--- src/rtl/alu_pkg.sv ---
// ---------------------------------------------------------------------------
// alu_pkg
//   Shared definitions for the simple ALU logic path.
//   - OP_W and the logic-unit opcode encodings (OP_AND .. OP_ILLEGAL)
//   - flags_t : result flag bundle, ordered {negative, zero, cout, overflow}
//   - arb_state_t : occupancy state of the one-entry result register
// ---------------------------------------------------------------------------
package alu_pkg;

    localparam int OP_W = 3;

    localparam logic [OP_W-1:0] OP_AND     = 3'b000;
    localparam logic [OP_W-1:0] OP_NAND    = 3'b001;
    localparam logic [OP_W-1:0] OP_OR      = 3'b010;
    localparam logic [OP_W-1:0] OP_NOR     = 3'b011;
    localparam logic [OP_W-1:0] OP_XOR     = 3'b100;
    localparam logic [OP_W-1:0] OP_XNOR    = 3'b101;
    localparam logic [OP_W-1:0] OP_NOT     = 3'b110;
    localparam logic [OP_W-1:0] OP_ILLEGAL = 3'b111;

    typedef struct packed {
        logic negative;
        logic zero;
        logic cout;
        logic overflow;
    } flags_t;

    typedef enum logic {
        ST_EMPTY = 1'b0,
        ST_FULL  = 1'b1
    } arb_state_t;

    // True when the opcode is the reserved (illegal) encoding.
    function automatic logic is_illegal_op(input logic [OP_W-1:0] op);
        return (op == OP_ILLEGAL);
    endfunction

endpackage

--- src/rtl/logic_unit.sv ---
// ---------------------------------------------------------------------------
// logic_unit
//   Purely combinational bitwise logic unit.
//   Ports:
//     op      in  OP_W   opcode (AND/NAND/OR/NOR/XOR/XNOR/NOT x/illegal)
//     x, y    in  WIDTH  operands (y unused for NOT)
//     r       out WIDTH  result (0 for the illegal opcode)
//     flags   out        {negative, zero, cout, overflow}; cout/overflow are 0
//     illegal out 1      opcode was the reserved encoding
// ---------------------------------------------------------------------------
module logic_unit
    import alu_pkg::*;
#(
    parameter int WIDTH = 8
) (
    input  logic [OP_W-1:0]  op,
    input  logic [WIDTH-1:0] x,
    input  logic [WIDTH-1:0] y,
    output logic [WIDTH-1:0] r,
    output flags_t           flags,
    output logic             illegal
);

    always_comb begin
        r       = '0;
        illegal = 1'b0;
        case (op)
            OP_AND:  r = x & y;
            OP_NAND: r = ~(x & y);
            OP_OR:   r = x | y;
            OP_NOR:  r = ~(x | y);
            OP_XOR:  r = x ^ y;
            OP_XNOR: r = ~(x ^ y);
            OP_NOT:  r = ~x;
            // Reserved opcode: still produces a (zero) result so the slot
            // is consumed and the requester is not stalled.
            default: illegal = is_illegal_op(op);
        endcase
    end

    // A pure logic unit never carries or overflows.
    always_comb begin
        flags.negative = r[WIDTH-1];
        flags.zero     = (r == '0);
        flags.cout     = 1'b0;
        flags.overflow = 1'b0;
    end

endmodule

--- src/rtl/logic_unit_arbiter.sv ---
// ---------------------------------------------------------------------------
// logic_unit_arbiter
//   Shares one logic_unit between two requesters with round-robin
//   arbitration and a one-entry registered result.
//   Ports:
//     clk, rst_n                  clock, async active-low reset
//     reqN_valid/ready            request handshake (N = 0, 1)
//     reqN_op/x/y                 request opcode and operands
//     out_valid/out_ready         result handshake
//     out_r, out_id               held result and the requester it came from
//     out_negative/zero/cout/overflow/illegal   flags of the held result
// ---------------------------------------------------------------------------
module logic_unit_arbiter
    import alu_pkg::*;
#(
    parameter int WIDTH = 8
) (
    input  logic             clk,
    input  logic             rst_n,

    input  logic             req0_valid,
    output logic             req0_ready,
    input  logic [OP_W-1:0]  req0_op,
    input  logic [WIDTH-1:0] req0_x,
    input  logic [WIDTH-1:0] req0_y,

    input  logic             req1_valid,
    output logic             req1_ready,
    input  logic [OP_W-1:0]  req1_op,
    input  logic [WIDTH-1:0] req1_x,
    input  logic [WIDTH-1:0] req1_y,

    output logic             out_valid,
    input  logic             out_ready,
    output logic [WIDTH-1:0] out_r,
    output logic             out_id,
    output logic             out_negative,
    output logic             out_zero,
    output logic             out_cout,
    output logic             out_overflow,
    output logic             out_illegal
);

    // ------------------------------------------------------------------
    // State
    // ------------------------------------------------------------------
    arb_state_t       state_q,   state_d;
    logic             rr_ptr_q,  rr_ptr_d;
    logic [WIDTH-1:0] out_r_q,   out_r_d;
    logic             out_id_q,  out_id_d;
    flags_t           flags_q,   flags_d;
    logic             illegal_q, illegal_d;

    // ------------------------------------------------------------------
    // Arbitration
    // ------------------------------------------------------------------
    logic             can_accept;
    logic             grant0;
    logic             grant1;
    logic             grant_any;

    // The result slot can take a new op when empty, or when the held
    // result leaves this very cycle (full throughput).
    assign can_accept = (state_q == ST_EMPTY) || out_ready;

    always_comb begin
        grant0 = 1'b0;
        grant1 = 1'b0;
        if (can_accept) begin
            if (req0_valid && req1_valid) begin
                // rr_ptr names the requester that wins a tie.
                grant0 = ~rr_ptr_q;
                grant1 =  rr_ptr_q;
            end else begin
                grant0 = req0_valid;
                grant1 = req1_valid;
            end
        end
    end

    assign grant_any  = grant0 | grant1;
    assign req0_ready = grant0;
    assign req1_ready = grant1;

    // ------------------------------------------------------------------
    // Operand mux and shared logic unit
    // ------------------------------------------------------------------
    logic [OP_W-1:0]  sel_op;
    logic [WIDTH-1:0] sel_x;
    logic [WIDTH-1:0] sel_y;
    logic [WIDTH-1:0] lu_r;
    flags_t           lu_flags;
    logic             lu_illegal;

    always_comb begin
        sel_op = req0_op;
        sel_x  = req0_x;
        sel_y  = req0_y;
        if (grant1) begin
            sel_op = req1_op;
            sel_x  = req1_x;
            sel_y  = req1_y;
        end
    end

    logic_unit #(
        .WIDTH   (WIDTH)
    ) u_logic_unit (
        .op      (sel_op),
        .x       (sel_x),
        .y       (sel_y),
        .r       (lu_r),
        .flags   (lu_flags),
        .illegal (lu_illegal)
    );

    // ------------------------------------------------------------------
    // Next-state / output-register logic
    // ------------------------------------------------------------------
    always_comb begin
        state_d   = state_q;
        rr_ptr_d  = rr_ptr_q;
        out_r_d   = out_r_q;
        out_id_d  = out_id_q;
        flags_d   = flags_q;
        illegal_d = illegal_q;

        // Any grant loads a fresh result; it replaces an outgoing one.
        if (grant_any) begin
            out_r_d   = lu_r;
            out_id_d  = grant1;
            flags_d   = lu_flags;
            illegal_d = lu_illegal;
            rr_ptr_d  = ~grant1;
        end

        case (state_q)
            ST_EMPTY: begin
                if (grant_any) begin
                    state_d = ST_FULL;
                end
            end
            ST_FULL: begin
                if (out_ready && !grant_any) begin
                    state_d = ST_EMPTY;
                end
            end
            default: state_d = ST_EMPTY;
        endcase
    end

    always_ff @(posedge clk or negedge rst_n) begin
        if (!rst_n) begin
            state_q   <= ST_EMPTY;
            rr_ptr_q  <= 1'b0;
            out_r_q   <= '0;
            out_id_q  <= 1'b0;
            flags_q   <= '0;
            illegal_q <= 1'b0;
        end else begin
            state_q   <= state_d;
            rr_ptr_q  <= rr_ptr_d;
            out_r_q   <= out_r_d;
            out_id_q  <= out_id_d;
            flags_q   <= flags_d;
            illegal_q <= illegal_d;
        end
    end

    // ------------------------------------------------------------------
    // Outputs
    // ------------------------------------------------------------------
    assign out_valid    = (state_q == ST_FULL);
    assign out_r        = out_r_q;
    assign out_id       = out_id_q;
    assign out_negative = flags_q.negative;
    assign out_zero     = flags_q.zero;
    assign out_cout     = flags_q.cout;
    assign out_overflow = flags_q.overflow;
    assign out_illegal  = illegal_q;

endmodule

--- config.mk ---
export PLATFORM = sky130hd
export DESIGN_NAME = logic_unit_arbiter
export DESIGN_NICKNAME = d
export VERILOG_FILES = /design/src/rtl/alu_pkg.sv /design/src/rtl/logic_unit.sv /design/src/rtl/logic_unit_arbiter.sv
export SDC_FILE = /design/constraint.sdc
export NUM_CORES = 1
export LEC_CHECK = 0
export ABC_AREA = 0
export CORE_MARGIN = 10
export CORE_UTILIZATION = 51
export DETAILED_ROUTE_END_ITERATION = 7
export PLACE_DENSITY = 0.87
export SYNTH_ARGS = -nofsm -noshare
export SYNTH_HDL_FRONTEND = slang
export SYNTH_SLANG_ARGS = --single-unit
export TNS_END_PERCENT = 20
--- constraint.sdc ---
create_clock -name clk -period 6.5 [get_ports clk]
set_input_delay 0.65 -clock clk [delete_from_list [all_inputs] [get_ports clk]]
set_output_delay 0.65 -clock clk [all_outputs]
set_load 0.005 [all_outputs]
* After elaboration in Yosys (flattened, before gate mapping)
Index checks and enable logic that the tools add are counted.
** Storage, ports and cells
- Memory bits (writable) :: 0
- Output and inout bits :: 17
- Memories :: 0
- Latch bits :: 0
- ROM bits :: 0
- Input bits :: 43
- Word-level logic and storage cells :: 44
- Register bits :: 14
** Operators by class
- Eq/ne operators :: 7
- Bitwise operators :: 11
- Reductions and logical operators :: 7
- Multiplexer cells :: 12
- Shifts and indexed selects :: 0
- $mul :: 0
- Order comparisons :: 0
- Add/sub/neg operators :: 0
- Div/mod/pow operators :: 0
** Operators with widths (count)
- one-hot mux 8 bit (7 select lines) :: 1
- inverter 8 bit :: 4
- 2-to-1 mux 8 bit :: 2
- == test 3 bit (second input constant) :: 4
- AND 8 bit :: 1
- logical NOT 8 bit :: 1
- OR 8 bit :: 1
- bitwise XOR 8 bit :: 1
- 2-to-1 mux 1 bit :: 7
- OR reduction 7 bit :: 1
- == test 3 x 2 -> 1 bit (second input constant) :: 2
- == test 3 x 1 -> 1 bit (second input constant) :: 1
- logical NOT 3 bit :: 1
- 2-to-1 mux 3 bit :: 1
- inverter 1 bit :: 3
- logical AND 1 bit :: 2
- one-hot mux 1 bit (2 select lines) :: 1
- logical NOT 1 bit :: 1
- logical OR 1 bit :: 1
- OR 1 bit :: 1

* Longest topological paths before layout
Gate-level depths: netlist (run 1).
- Depth after elaboration :: 8
- Depth in mapped cells :: 16

* Modules after synthesis
A second synthesis (run 1) with hierarchy kept.
** Second synthesis, totals
- Cell total of the unflattened synthesis :: 175
- Area, all modules :: 1851.8 um2
** By module, submodules not included
- logic_unit_arbiter :: cells each 63, area an instance 1004.7 um2, sequential area each 400.4 um2, instances 1
- logic_unit :: cells each 112, area an instance 847.1 um2, sequential area each 0.0 um2, instances 1

* Worst setup path after synthesis (run 1)
OpenSTA, ideal clock, no wires.
- Path type :: input to register
- Start :: input out_ready
- End :: register flags_q (netlist bit out_zero)
- Arrival time :: 3222 ps
- Buffers on the path :: 3
- Cell stages on the path :: 15
- Setup slack :: 3174 ps
- Setup time :: 103 ps
- Path through :: nand2b_2 -> nand3_4 -> buf_6 -> buf_2 -> clkbuf_1 -> nand2_1 -> nand2_1 -> ha_1 -> nand2_1 -> a2111oi_0 -> a311oi_1 -> mux2i_1 -> a221oi_1 -> nand4_1 -> o41ai_2
** Between the ends
- Longest elaborated chain between the ends :: 7
- Elaborated cells on any way between the ends :: 23
- Classes of those cells :: eq/ne (6); mux (6); bitwise (8); reduce/logical (3)
** Ends and longest elaborated chain
- start, declared :: RTL line logic_unit_arbiter.sv:34 : input logic out_ready,
- logical OR 1 bit * :: RTL line logic_unit_arbiter.sv:64 : assign can_accept = (state_q == ST_EMPTY) || out_ready;
- 2-to-1 mux 1 bit :: RTL line logic_unit_arbiter.sv:69 : if (can_accept) begin
- 2-to-1 mux 8 bit :: RTL line logic_unit_arbiter.sv:99 : if (grant1) begin
- bitwise XOR 8 bit, or another cell as far along :: RTL line logic_unit.sv:32, logic_unit.sv:33
- inverter 8 bit, on equally long branches :: RTL line logic_unit.sv:33, logic_unit.sv:29, logic_unit.sv:31
- one-hot mux 8 bit (7 select lines) :: RTL line logic_unit.sv:27 : case (op)
- logical NOT 8 bit :: RTL line logic_unit.sv:44 : flags.zero = (r == '0);
- end signal, assigned :: RTL line logic_unit_arbiter.sv:165 : flags_q <= flags_d;
- end, declared :: RTL line logic_unit_arbiter.sv:51 : flags_t flags_q, flags_d;
Every way passes the cells marked *; elsewhere a longest branch is shown, timed or not.
A chain may end at the register's enable or synchronous reset.

* Worst setup path after layout (run 1)
- Start :: input req0_valid
- End :: register flags_q (netlist bit out_zero)
** Between the ends
- Longest elaborated chain between the ends :: 8
- Elaborated cells on any way between the ends :: 25
- Classes of those cells :: eq/ne (6); mux (8); bitwise (8); reduce/logical (3)
** Ends and longest elaborated chain
- start, declared :: RTL line logic_unit_arbiter.sv:21 : input logic req0_valid,
- logical AND 1 bit :: RTL line logic_unit_arbiter.sv:70 : if (req0_valid && req1_valid) begin
- 2-to-1 mux 1 bit :: RTL line logic_unit_arbiter.sv:70
- 2-to-1 mux 1 bit :: RTL line logic_unit_arbiter.sv:69
- 2-to-1 mux 8 bit :: RTL line logic_unit_arbiter.sv:99
- bitwise XOR 8 bit, or another cell as far along :: RTL line logic_unit.sv:32, logic_unit.sv:33
- inverter 8 bit, on equally long branches :: RTL line logic_unit.sv:33, logic_unit.sv:29, logic_unit.sv:31
- one-hot mux 8 bit (7 select lines) :: RTL line logic_unit.sv:27
- logical NOT 8 bit :: RTL line logic_unit.sv:44
Several ways; a longest one is shown, not always the timed one.

==> results of run 1 <==
cell usage in the layout (no fill, tap or decap), types with 3 or more instances in the layout:
cell	instances
clkbuf_8	3
dfrtp_1	13
mux2_2	9
clkdlybuf4s50_1	57
o31ai_1	4
nor3_1	10
nand2_1	54
a31oi_1	6
inv_1	23
a21oi_1	6
nand2b_1	7
mux2i_1	12
ha_1	16
nand4_1	6
nor2_1	17
o21ai_0	9
o22ai_1	6
layer usage:
layer / vias to the layer above / track usage [%] / part of all wire, %
met1: 973 / 21.5 / 42
met4: 0 / 3.81 / 1.3
met2: 81 / 32.9 / 49
li1: 1005 / - / -
met3: 8 / 4.42 / 7.6
met5: - / 0 / 0
worst max-delay path, cell delays in order:
cell	delay (ps)
clkdlybuf4s50_1	450
nand2b_1	290
nand3_4	440
inv_4	400
nand2_1	90
nand2_1	100
ha_1	160
nand2_1	60
a2111oi_0	540
a311oi_1	120
mux2i_1	150
a221oi_1	380
nand4_1	160
o41ai_2	300
cell type report:
type                    count  area, um^2
repair buffers             58         578
clock buffers               4        45.0
well taps                  48        60.1
flip-flops and latches     13         325
multi-input cells         206        1410
inverters                  24        92.6
fillers                   325        1150
final timing paths:
| check | startpoint | to | slack (ps) |
|---|---|---|---|
| min in group asynchronous | rst_n | out_r[1]$_DFFE_PN0P_ | 770 |
| worst min-delay path | out_r[6]$_DFFE_PN0P_ | out_r[6]$_DFFE_PN0P_ | 480 |
| max in group asynchronous | rst_n | out_zero$_DFFE_PN0P_ | 5340 |
| worst min register to register | out_r[6]$_DFFE_PN0P_ | out_r[6]$_DFFE_PN0P_ | 480 |
| worst max-delay path | req0_valid | out_zero$_DFFE_PN0P_ | 2320 |
| worst max register to register | rr_ptr_q$_DFFE_PN0P_ | out_zero$_DFFE_PN0P_ | 2750 |
cells by family after synthesis:
logic type,Yosys count,synth area share (%)
AOI/OAI and AO/OA,50,19.6
adders and majority gates,16,10.4
DFF,13,17.0
other,1,0.196
muxes,22,12.7
and+or+nand+nor,116,30.3
buffers and inverters,38,9.78
through the flow:
| stage | utilization (%) | setup slack [ps] | cells | power, uW | hold WS (ps) |
|---|---|---|---|---|---|
| 2_1_floorplan | - | 3170 | 257 | 257 | 354 |
| 3_3_place_gp | 67.3 | 2270 | 349 | 350 | 469 |
| 3_5_place_dp | 67.3 | 2190 | 349 | 357 | 474 |
| 4_1_cts | 68.6 | 2440 | 353 | 430 | 486 |
| 5_1_grt | 68.6 | 1840 | 353 | 462 | 512 |
| 6_report | 68.6 | 2320 | 353 | 432 | 483 |
power by group through the flow:
stage	combinational, uW	clock [uW]	sequential [uW]
6_report	246	74.9	111
5_1_grt	272	76.7	113
4_1_cts	245	74.0	111
3_5_place_dp	244	0	113
3_3_place_gp	239	0	111
2_1_floorplan	144	0	112
registers in the layout (all words and copies together), names as in the netlist:
register	count
out_id	1
out_illegal	1
out_r	8
out_valid	1
out_zero	1
rr_ptr_q	1
==> results.cfg, run 1 <==
[synthesis]
synth-edff-count = 0
ys_seq_area_share_pct = 17.0
synth_area_um2 = 1920
synth_top_area_share_pct = 17.0
yosys-top-cells-area = dfrtp_1 17%, nand2_1 11%, ha_1 10%
synth_area_per_cell_um2 = 7.49
synth.distinct_cells = 53
post-synth-top-count-cell = nand2_1
synth_common_cells = 54 x nand2_1, 23 x inv_1, 17 x nor2_1, 16 x ha_1, 13 x dfrtp_1
ys.flop_type = dfrtp_1
async_flop_share_pct = 100
syn_inst = 256
ys_warn_count = 0
ys_seq_elements = 13
synth_top_cell_by_area = dfrtp_1

[power_and_ir_drop]
p_int_uw = 266
p_sw_uw = 165
peakVddDrop_mv = 0.162
p_sw_share_pct = 38.3
leakage_uw = 0.00117
power_density_nw_per_um2 = 172
p_seq_share_pct = 25.7
power_frac_clock_pct = 17.3
comb_power_share_pct = 56.9

[layout]
area_growth_syn_to_layout_pct = 30.9
fin_area_um2 = 2510
final_nets = 365
drive_gt1_share_pct = 9.18
antennaDiodeCount = 0

[drt]
ant_nets = 0
drt-vias-per-instance = 5.86
route.detailed.wl_per_inst_um = 17.1
firstDrtPassIters = 4
num_vias = 2067
wl_um = 6040
post-route-drc-count = 0
drt-initial-drc-count = 158

[clock_tree]
cts_tree = done
clk_pin_slew_ps = 50
cts_inserted_buffers = 3
h-tree-depth = 1
cts_resized = 0
cts_root_buf = clkbuf_8
cts_setup_buffers = 0
ctsHoldBuffers = 0
clk-insertion-delay-late_ps = 250
clockBufferDepth = 2
numClockSinks = 13

[placement]
dp_hpwl_um = 4750
place_area_um2 = 2460
port_buffers = 57
gp_congestion = 0.919

[global_routing]
grt_pass1_wl_um = 9930
grt_pass1_vias = 2101
gr-total-overflow = 0
antenna_found_initial = 0
grt_max_degree = 36
gr-usage-all-layers_pct = 18.3

[sta]
fin_crit_sh_pct = 64.3
drv_slew = 0
rsz0062_at_grt = false
fin_skew_ps = 5.08
finalHoldViolations = 0
period_minus_slack_ps = 4180
setup_viol = 0
finalSetupTns_ps = 0
fmax_ghz = 0.239
worst_slew_pin_slew_ps = 578
maxSlewHeadroom_pct = 60.4

[floorplan]
die_w_um = 81.3
die_h_um = 81.3
num_rows = 22
core_um2 = 3660
die_area_um2 = 6610
num_io_pins = 60
initial_utilization_pct = 52.4

[setup_path]
rr_worst_depth = 13
start_kind = input pin
arrival_ps = 4330
end_kind = flop
cp.required_ps = 6640
worst-setup-path-type = input pin to flop
crit_fanout = 35

[job]
cap_violations = 0

[status]
status = completed

[worst_hold_path]
hold_class = flop to flop
min_path_cells = 2
No activity file was read; power rests on OpenSTA's default activity.
==> run 2: changes to the inputs <==
- CORE_UTILIZATION: 51 -> 48
- PLACE_DENSITY: 0.87 -> 0.82
- clock period: 6.5 -> 4.1 ns (I/O delays scaled with it)
==> run 2 against run 1 <==
Combinational power increased by 59%. Register-to-register slack lost 1900 ps. Clock power increased by 51%. Sequential cell count did not move. First-iteration DRC count decreased by 18%. Via count fell by 1.6%. Worst hold slack worse by 6.3 ps. Count of clock-buffer cells in the layout unchanged. Wire length decreased by 2.6%. Largest cell class unchanged.
==> results.cfg, run 2 (same netlist as run 1, synthesis figures left out) <==
[sta]
drv_slew = 0
fin_crit_sh_pct = 88.3
period_minus_slack_ps = 3620
finalSetupTns_ps = 0
rsz0062_at_grt = false
setup_viol = 0
fin_skew_ps = 3.77
finalHoldViolations = 0
maxSlewHeadroom_pct = 60.9
fin_ws_ps = 480
worst_slew_pin_slew_ps = 571
fmax_ghz = 0.276

[clock_tree]
h-tree-depth = 1
clk_pin_slew_ps = 50
cts_inserted_buffers = 3
cts_setup_buffers = 0
clockBufferDepth = 2
cts_resized = 0
numClockSinks = 13
cts_root_buf = clkbuf_8
cts_tree = done
clk-insertion-delay-late_ps = 240
ctsHoldBuffers = 0

[setup_path]
start_kind = input pin
worst-setup-path-type = input pin to flop
rr_worst_depth = 12
crit_fanout = 15
arrival_ps = 3750
cp.required_ps = 4230
end_kind = flop

[power_and_ir_drop]
power_density_nw_per_um2 = 269
leakage_uw = 0.00118
peakVddDrop_mv = 0.182
power_uw = 680

[placement]
port_buffers = 57
placed_cells = 352
gp_congestion = 0.904
pre_cts_slack_ps = 370
dp_hpwl_um = 4750

[global_routing]
grt_max_degree = 23
gr-total-overflow = 0
grt_pass1_vias = 2065
antenna_found_initial = 0
grt_pass1_wl_um = 9880
gr-usage-all-layers_pct = 16.4

[layout]
final_nets = 368
nFillCells = 339
drive_gt1_share_pct = 10.1
area_growth_syn_to_layout_pct = 32.0
mostFrequentLayoutCells = 57 x clkdlybuf4s50_1, 54 x nand2_1, 23 x inv_1
seq_area_um2 = 325
multi_input_area_um2 = 1410
instances_no_fill = 356
final_common_cell = clkdlybuf4s50_1
largest_reg_flops = 8
antennaDiodeCount = 0

[drt]
ant_nets = 0
firstDrtPassIters = 4
post-route-drc-count = 0
route.detailed.wl_per_inst_um = 16.5
wl_um = 5880
drt-initial-drc-count = 129
num_vias = 2034
drt-vias-per-instance = 5.71

[floorplan]
num_rows = 22
die_area_um2 = 6920
initial_utilization_pct = 50.9
core_um2 = 3770
num_io_pins = 60
die_w_um = 83.2
die_h_um = 83.2

[worst_hold_path]
hold_class = flop to flop
min_path_cells = 2

[job]
cap_violations = 0

[status]
status = completed
-- run 2: cell types whose count changed in the layout (fill, tap and decap cells not counted) --
cell / previous run / this run
buf_4: 1 / 4
-- run 2: path summary, 6_finish.rpt --
kind	from	slack (ps)	endpoint
max	req1_valid	480	out_zero$_DFFE_PN0P_
min	out_r[3]$_DFFE_PN0P_	480	out_r[3]$_DFFE_PN0P_
max in group asynchronous	rst_n	3190	out_id$_DFFE_PN0P_
max reg2reg	rr_ptr_q$_DFFE_PN0P_	810	out_zero$_DFFE_PN0P_
min in group asynchronous	rst_n	540	out_r[3]$_DFFE_PN0P_
min reg2reg	out_r[3]$_DFFE_PN0P_	480	out_r[3]$_DFFE_PN0P_
-- run 2: report_power, final --
part	internal (uW)	total (uW)	switching, uW	leakage, uW
clock network	68.6	113	44.3	0.0000228
logic	200	392	193	0.000996
registers	158	175	17.3	0.000161
-- run 2: layout make-up --
class	count	share of cell area [%]
repair buffers	61	23.7
inverters	24	3.66
well taps	48	2.37
flip-flops and latches	13	12.8
multi-input cells	206	55.6
clock buffers	4	1.78
-- run 2: worst max-delay path, stage by stage --
cell,delay [ps]
clkdlybuf4s50_1,720
nand3_4,280
mux2i_1,290
inv_1,70
ha_1,300
nand2_1,60
a2111oi_0,460
a311oi_1,110
mux2i_1,140
a221oi_1,410
nand4_1,190
o41ai_2,320
-- run 2: metrics by stage --
| step | util, % | hold WS [ps] | cell area, um^2 |
|---|---|---|---|
| detailed placement | 66.0 | 471 | 2490 |
| CTS | 67.2 | 483 | 2530 |
| global route | 67.2 | 504 | 2530 |
| floorplan | - | 114 | 1920 |
| global placement | 66.0 | 466 | 2490 |
| finish | 67.2 | 477 | 2530 |
-- run 2: metal layers --
layer | part of all wire, % | up-vias | GRT usage (%)
met3 | 6.3 | 8 | 3.81
met4 | 1.5 | 0 | 5.08
li1 | - | 1009 | -
met2 | 48 | 85 | 27.7
met1 | 44 | 932 | 19.8
met5 | 0 | - | 0
==> variant: new RTL, settings of run 1 <==
Set the package constant `OP_W` to 5 (it was 3).
--- a/src/rtl/alu_pkg.sv
+++ b/src/rtl/alu_pkg.sv
@@ -8,5 +8,5 @@
 package alu_pkg;
 
-    localparam int OP_W = 3;
+    localparam int OP_W = 5;
 
     localparam logic [OP_W-1:0] OP_AND     = 3'b000;
Interface: changed (resized req0_op and req1_op); port bits go from 60 to 64. The function was not compared with the original's and may differ.
==> variant against run 1 <==
Wire length down 12%. Sequential cell count unchanged. Cell area up 1.3%. Synthesized area down 0.72%. Hold slack worse by 0.0026 ns. Setup slack better by 0.21 ns. Critical endpoint unchanged. Count of clock-buffer cells in the layout unchanged. Power down 11%.
==> variant: results (changes against run 1) <==
[power_and_ir_drop]
power_leakage_uw = 0.00120  ; +2.8%
total_power_uw = 382  ; -11%
intPower_uw = 247  ; -7.3%
seqPwrFrac_pct = 26.7  ; +1.0 points
peakVddDrop_mv = 0.105  ; -35%
clkPwrFrac_pct = 19.1  ; +1.8 points

[worst_hold_path]
hold_class = reg -> reg

[synth]
ys_warn_count = 0  ; unchanged
synth_ff_type = dfrtp_1
seq_area_frac_synth_pct = 17.1  ; +0.12 points
syn_inst = 225  ; -12%
synthTopCellsByCount = inv_1, mux2i_1, nand2_1
synth_area_leaders = dfrtp_1, mux2i_1, ha_1
synth_top_area_share_pct = 17.1  ; +0.12 points
synthArstFlopShare_pct = 100  ; unchanged
ys_types = 53  ; unchanged

[place]
post_dp_cell_area_um2 = 2500  ; +1.3%
dp.cells = 323  ; -7.4%
place_congestion = 0.908  ; -1.2%
dpl_worst_slack_ns = 2.27  ; +0.0825 ns
dp_hpwl_um = 4210  ; -11%
portBuffers = 61  ; +7.0%

[layout]
fill_cells = 313  ; -3.7%
diodes = 0  ; unchanged
largest_register_ffs = 8  ; unchanged
final_util_pct = 70.0  ; +1.4 points
layout.nets = 343  ; -6.0%
fin_cells = 327  ; -7.4%
final_layout_size_suffix_gt1_share_pct = 8.24  ; -0.94 points

[setup_path]
arrival_ns = 4.12  ; -0.21 ns
crit_fanout = 32  ; -8.6%

[cts]
htreeDepth = 1  ; unchanged
root_buffer = clkbuf_8
cts_buffer_depth = 2  ; unchanged
worstSkewPairLatency_ns = 0.25  ; about the same
post_cts_buffers = 0  ; unchanged
cts-buffers-inserted = 3  ; unchanged
cts_resized = 0  ; unchanged
cts.clk_slew.worst_paths_ns = 0.05  ; about the same

[global_routing]
grt_usage_pct = 16.2  ; -2.1 points
antenna_found_initial = 0  ; unchanged
grt_pass1_wl_um = 8760  ; -12%
grt_pass1_vias = 1934  ; -7.9%
grt_max_degree = 33  ; -8.3%

[detailed_routing]
wl_per_cell_um = 16.3  ; -4.5%
drtPass1Iterations = 4  ; unchanged
viasPerCell = 5.85  ; -0.14%
drtIter0Drc = 122  ; -23%

[timing]
clock_skew_ns = 0.00104  ; -0.00404 ns
fin_hold_ws_ns = 0.481  ; -0.00258 ns
worst_pin_slew_ns = 1.15  ; +0.569 ns

[status]
status = finished, final reports clean

-- variant: cell count changes after synthesis, sizes merged, moves of 5 or more --
cell	change
mux2i	+11
nand4	-5
nor3	-6
a21oi	-5
a2111oi	+5
a22oi	+7
nand2	-35
nand2b	-5
xor2	+12
-- variant: cells by family after synthesis --
family	share of synthesized area, %
adder cells (fa/ha/maj)	10.5
flip-flops	17.1
multiplexers	18.9
AND/OR/NAND/NOR	18.5
XOR/XNOR	5.52
AO/OA/AOI/OAI	19.8
other	0.197
buffers and inverters	9.59
-- variant: metal layers --
metal	GRT usage (%)	wire, µm	vias to the layer above
met4	5.88	110	0
met1	18.5	2130	895
met5	0	0	-
met3	3.75	377	11
met2	28.8	2720	71
li1	-	-	935
-- variant: cell type report --
class,instances,share of cell area [%]
clock buffers,4,1.77
inverters,25,3.69
flip-flops and latches,13,12.8
multi-input cells,175,55.1
well taps,48,2.36
repair buffers,62,24.3
-- variant: worst max-delay path, cell delays in order --
cell,delay [ns]
clkdlybuf4s50_1,0.43
or2b_4,0.29
nand3_4,0.42
mux2_2,0.43
inv_1,0.06
ha_1,0.25
xor2_1,0.16
a22oi_1,0.24
nor2_1,0.06
a2111oi_0,0.62
nand4_1,0.20
o41ai_2,0.31
-- variant: path summary, 6_finish.rpt --
| path | from | slack [ns] | cells after the start | end |
|---|---|---|---|---|
| max reg2reg | out_valid | 2.99 | 11 | out_zero |
| min | out_illegal | 0.48 | 2 | out_illegal |
| max | out_ready | 2.53 | 12 | out_zero |
| min reg2reg | out_illegal | 0.48 | 2 | out_illegal |
| min in group asynchronous | rst_n | 0.76 | 1 | out_r[2] |
| max in group asynchronous | rst_n | 5.38 | 1 | out_r[4] |
